`src/rtl/pipe_stage_reg.sv`:
```
// Inter-stage pipeline register: payload, PC and valid, with hold/bubble control
// and saturating stall/bubble event counters for the performance monitor.
module pipe_stage_reg #(
    parameter int              DATA_W        = 160,
    parameter int              PC_W          = 32,
    parameter logic [PC_W-1:0] PC_RST        = PC_W'(32'h0000_3000),
    parameter bit              HOLD_ON_STALL = 1'b1,
    parameter int              CNT_W         = 16
) (
    input  logic              clk,
    input  logic              reset,
    input  logic              stall,
    input  logic              flush,
    input  logic              valid_in,
    input  logic [PC_W-1:0]   pc_in,
    input  logic [DATA_W-1:0] data_in,
    output logic              valid_out,
    output logic [PC_W-1:0]   pc_out,
    output logic [DATA_W-1:0] data_out,
    output logic [CNT_W-1:0]  stall_cnt,
    output logic [CNT_W-1:0]  bubble_cnt
);

    function automatic logic [CNT_W-1:0] sat_inc(input logic [CNT_W-1:0] v);
        return (&v) ? v : v + 1'b1;
    endfunction

    // Initialisers make the power-on state match the reset state.
    logic              valid_q      = 1'b0;
    logic [PC_W-1:0]   pc_q         = PC_RST;
    logic [DATA_W-1:0] data_q       = '0;
    logic [CNT_W-1:0]  stall_cnt_q  = '0;
    logic [CNT_W-1:0]  bubble_cnt_q = '0;

    logic              valid_d;
    logic [PC_W-1:0]   pc_d;
    logic [DATA_W-1:0] data_d;
    logic [CNT_W-1:0]  stall_cnt_d;
    logic [CNT_W-1:0]  bubble_cnt_d;

    logic do_bubble;
    logic do_hold;

    // Flush beats stall; in legacy mode a stall degrades into a bubble.
    assign do_bubble = flush | (stall & ~HOLD_ON_STALL);
    assign do_hold   = stall & ~flush & HOLD_ON_STALL;

    always_comb begin
        valid_d      = valid_in;
        pc_d         = pc_in;
        data_d       = data_in;
        stall_cnt_d  = stall_cnt_q;
        bubble_cnt_d = bubble_cnt_q;

        if (do_bubble) begin
            // Bubble keeps the slot PC so EPC/BD tracking still sees it.
            valid_d      = 1'b0;
            data_d       = '0;
            bubble_cnt_d = sat_inc(bubble_cnt_q);
        end else if (do_hold) begin
            valid_d = valid_q;
            pc_d    = pc_q;
            data_d  = data_q;
        end

        if (stall && !flush) begin
            stall_cnt_d = sat_inc(stall_cnt_q);
        end
    end

    always_ff @(posedge clk) begin
        if (reset) begin
            valid_q      <= 1'b0;
            pc_q         <= PC_RST;
            data_q       <= '0;
            stall_cnt_q  <= '0;
            bubble_cnt_q <= '0;
        end else begin
            valid_q      <= valid_d;
            pc_q         <= pc_d;
            data_q       <= data_d;
            stall_cnt_q  <= stall_cnt_d;
            bubble_cnt_q <= bubble_cnt_d;
        end
    end

    assign valid_out  = valid_q;
    assign pc_out     = pc_q;
    assign data_out   = data_q;
    assign stall_cnt  = stall_cnt_q;
    assign bubble_cnt = bubble_cnt_q;

endmodule

```
`config.mk`:
```
export PLATFORM = sky130hd
export DESIGN_NAME = pipe_stage_reg
export DESIGN_NICKNAME = d
export VERILOG_FILES = /design/src/rtl/pipe_stage_reg.sv
export SDC_FILE = /design/constraint.sdc
export NUM_CORES = 1
export LEC_CHECK = 0
export ABC_AREA = 1
export BUFFER_PORTS_ARGS = -buffer_cell sky130_fd_sc_hd__buf_4
export CORE_AREA = 2 2 163 165
export CTS_CLUSTER_DIAMETER = 50
export DETAILED_ROUTE_END_ITERATION = 12
export DIE_AREA = 0 0 165 167
export GPL_ROUTABILITY_DRIVEN = 0
export PLACE_DENSITY = 0.72
export RECOVER_POWER = 100
export SETUP_SLACK_MARGIN = 0.5
export SLEW_MARGIN = 20
export SYNTH_ARGS = -nofsm -noshare
export SYNTH_HDL_FRONTEND = slang
export SYNTH_SLANG_ARGS = --single-unit
```
`constraint.sdc`:
```
create_clock -name clk -period 2.24 [get_ports clk]
set_input_delay 0.672 -clock clk [delete_from_list [all_inputs] [get_ports clk]]
set_output_delay 0.672 -clock clk [all_outputs]
set_load 0.02 [all_outputs]
```
Word-level counts from Yosys, hierarchy flattened

Index checks and enable logic that the tools add are counted.

Register bits after elaboration: 225
Latch bits: 0
RAM bits: 0
ROM bits: 0
Input bits: 197
Output and inout port bits: 225
Word-level logic and storage cells: 21
Memories kept: 0

Add/sub/neg operators: 2
$mul: 0
Divide/modulo/power cells: 0
$lt $le $gt $ge: 0
Equality and inequality tests: 1
Shift-type cells: 0
Mux-type cells: 2
Bitwise gates (word level): 4
Reductions and logical operators: 7

Operators by type and width:

| kind                                                             | count |
|---|---|
| 32-bit 2-to-1 mux                                                | 2 |
| 16-bit by 1-bit adder with 16-bit output (second input constant) | 2 |
| 16-bit AND reduction                                             | 2 |
| 2-bit AND reduction                                              | 2 |
| 1-bit inverter                                                   | 3 |
| 2-bit inequality test (second input constant)                    | 1 |
| 2-bit OR reduction                                               | 1 |
| 1-bit AND                                                        | 1 |
| 1-bit logical AND                                                | 1 |
| 1-bit logical NOT                                                | 1 |

Longest topological paths before layout

Word-level depth: 4
Depth in mapped cells: 9
Gate-level depth less buffers: 9

Worst setup path before layout

Ideal clock, no wire load.

Path kind: register to register
Start: reg bubble_cnt_q[0], in the netlist bubble_cnt[0]
End: reg bubble_cnt_q[2], in the netlist bubble_cnt[2]
Setup time: 0.115 ns
Arrival: 1.424 ns
Setup slack: 0.701 ns
Cell stages (with the launch flop): 8
Buffers on the path: 1
Path through: dfxtp_1 ha_1 inv_1 nor2_2 nand4_4 buf_6 a21oi_1 nor2_1

Cells in the longest elaborated chain, start to end: 3
Elaborated cells on any way between the ends: 4
Classes of those cells: 1 x add/sub; 1 x bitwise; 2 x reduce/logical

Ends and longest elaborated chain:

| what                                                                                             | RTL line | source |
|---|---|---|
| start: declaration                                                                               | 33       | `logic [CNT_W-1:0] bubble_cnt_q = '0;` |
| start signal: assignment                                                                         | 83       | `bubble_cnt_q <= bubble_cnt_d;` |
| parallel branches: the longest is 3 deep, another holds 16-bit by 1-bit adder with 16-bit output | --       |  |

Several ways; the timed one is not identified.
A chain may end at the register's enable or synchronous reset.

Final worst setup path

Start: reg data_q[127], in the netlist data_out[127]
End: out data_out[127]

RTL lines:

| what                     | RTL line | source |
|---|---|---|
| start: declaration       | 31       | `logic [DATA_W-1:0] data_q = '0;` |
| start signal: assignment | 81       | `data_q <= data_d;` |
| end: declaration         | 19       | `output logic [DATA_W-1:0] data_out,` |

No word-level cell between the ends.

==> metrics.cfg <==
[synthesis]
async_reset_ff_share_pct = 0
synth_compound_area_share_pct = 3.175
synth-simple-area-share_pct = 40.81
synth_area_um2 = 9024
synth-seq-cells = 225
yosysWarningCount = 0
ys_top_cells_by_count = nor2_1, dfxtp_1, nor3_2
synth_area_leaders = dfxtp_1, nor2_1, nor3_2
synthFlopType = dfxtp_1
synth_edf_count = 0
syn-instance-count = 1135
synthXorXnorAreaFrac_pct = 0
netlist.area_leader.share_pct = 49.92
avgSynthCellArea_um2 = 7.950
synth_fa_ha_area_share_pct = 0.2773
synth_most_common_cell = nor2_1
synth_top_family_by_area = simple AND/OR/NAND/NOR gates
yosysTopAreaCell = dfxtp_1
synth.net_count = 1334
synth.area.mux_share_pct = 0
netlist-cell-type-count = 24
ys_seq_area_share_pct = 49.92

[global_route]
grt_max_degree = 78
grt_overflow = 0
grt_pass1_wl_um = 43640
antenna_found_initial = 0
grt_pass1_vias = 8747
global_route.usage.total_pct = 19.43

[worst_hold_path]
hold_class = input port to flop
hold_depth = 2
hold_path_end = stall_cnt[12]
min_from = reset

[die]
start_util_pct = 35.03
core_area_um2 = 25760
die-height_um = 167
ios = 422
num_rows = 59
dieArea_um2 = 27560
die_w_um = 165

[clock_tree]
clkLatencyLatePin_ns = 0.53
clockBufferDepth = 3
hold_buffers = 0
htree_levels = 1
cts_tree = done
root_buffer = clkbuf_16
numCtsBuffers = 28
path_clk_slew_ns = 0.06
cts_num_sinks = 225

[final_layout]
multiInputGateArea_um2 = 3844
n_antenna_cell = 0
drive_gt1_share_pct = 26.17
layout.nets = 1756
stdcell_area_um2 = 12730
fill_cells = 2640
areaGrowthSynthToFinish_pct = 41.06
seqCellArea_um2 = 4568

[worst_setup_path]
path_class = flop to output port
worstSetupEndpointType = output port
path_cells = clkbuf_1
cp_slowest_cell = clkbuf_1
arrival_ns = 1.19
regToRegStartpoint = stall_cnt[0]
path_buf_inv = 1
reg2regPathDepth = 7
crit_family = buffers and inverters
crit_fanout = 2
critPathMaxStageDelay_ns = 0.33
critPathRequiredTime_ns = 1.57
rrSetupSlack_ns = 0.45
timing.rr.end = stall_cnt[9]
cp-start-kind = flop

[run_status]
status = finished clean

[detailed_routing]
drt_iter0_markers = 518
vias = 8985
routed_wl_um = 28710
wl_per_cell_um = 15.01
drc_errors = 0
ant_nets = 0
drtPass1Iterations = 5
viasPerCell = 4.697

[sta]
hold_ws_ns = 0.3175
min_period_ns = 1.866
setup_violations = 0
hold_viol = 0
rsz0062_at_grt = no
relSlewSlack_pct = 48.23
fmax_mhz = 535.8
skew_ns = 0.009664
worstMarginPinSlew_ns = 0.7765
tns_ns = 0
period_share_pct = 83.32
maxSlewViolCount = 0

[pwr]
p_leak_nw = 5.573
p_per_area_nw_per_um2 = 792.6
ir_drop_v = 0.0005220

[placed_design]
placed_area_um2 = 12430
dpl.hpwl_um = 19950
io_buffers = 421

[job]
maxCapViolCount = 0

[sequential cells by signal, indices dropped and copies added (netlist names)]
| signal | flops |
|---|---|
| valid_out | 1 |
| stall_cnt | 16 |
| pc_out | 32 |
| data_out | 160 |
| bubble_cnt | 16 |
[power breakdown]
group	total [mW]	internal [mW]	switching (mW)
Sequential	4.30	4.20	0.104
Combinational	1.31	0.520	0.792
Clock	4.48	2.65	1.83
[layout by cell type, fill, tap and decap left out, drive strengths merged, types with 25 or more instances in the layout]
cell / count
a21oi: 25
nor3: 163
clkbuf: 242
nand2: 89
nor2: 462
buf: 254
o21ai: 30
inv: 31
dfxtp: 225
nand3: 38
[worst max path at each step]
stage,from,endpoint,cells after the start,slack (ns)
floorplan,bubble_cnt[0],bubble_cnt[2],7,0.70
global route,stall_cnt[0],stall_cnt[3],7,0.26
global placement,flush,pc_out[0],6,0.24
detailed placement,flush,data_out[33],6,0.24
finish,data_out[127],data_out[127],1,0.37
CTS,bubble_cnt[7],bubble_cnt[7],1,0.47
[per-layer routing]
metal	global-route usage, %	vias to the layer above	share of wire (%)
met5	0	-	0
met2	34.73	355	50
met3	5.330	56	8.5
met4	5.822	0	2.5
li1	-	4479	-
met1	22.35	4095	39
[cell families after synthesis]
kind of cell | Yosys count
adders and majority gates | 2
and+or+nand+nor | 755
AOI/OAI and AO/OA | 56
buffers and inverters | 97
DFF | 225
[per-stage QoR]
stage	util, %	worst slack, ns	power [mW]	cells
floorplan	-	0.7007	5.162	1135
global placement	48.25	0.2393	5.867	1836
detailed placement	48.25	0.2449	5.891	1836
CTS	52.64	0.4681	10.40	1900
global route	49.41	0.2617	10.51	1913
finish	49.41	0.3736	10.09	1913
[layout make-up]
cell class | count | area share (%)
repair buffers | 460 | 22.44
flip-flops and latches | 225 | 35.89
well taps | 335 | 3.293
clock buffers | 36 | 6.222
clock inverters | 15 | 1.160
multi-input cells | 815 | 30.20
inverters | 27 | 0.7962
[repair_timing]
item / CTS / global route
gates cloned: 0 / 2
pin swaps: 0 / 2
resized for setup: 50 / 59
setup buffers: 13 / 11
endpoints found under the setup margin: 35 / 76
(Power assumes the default switching activity.)
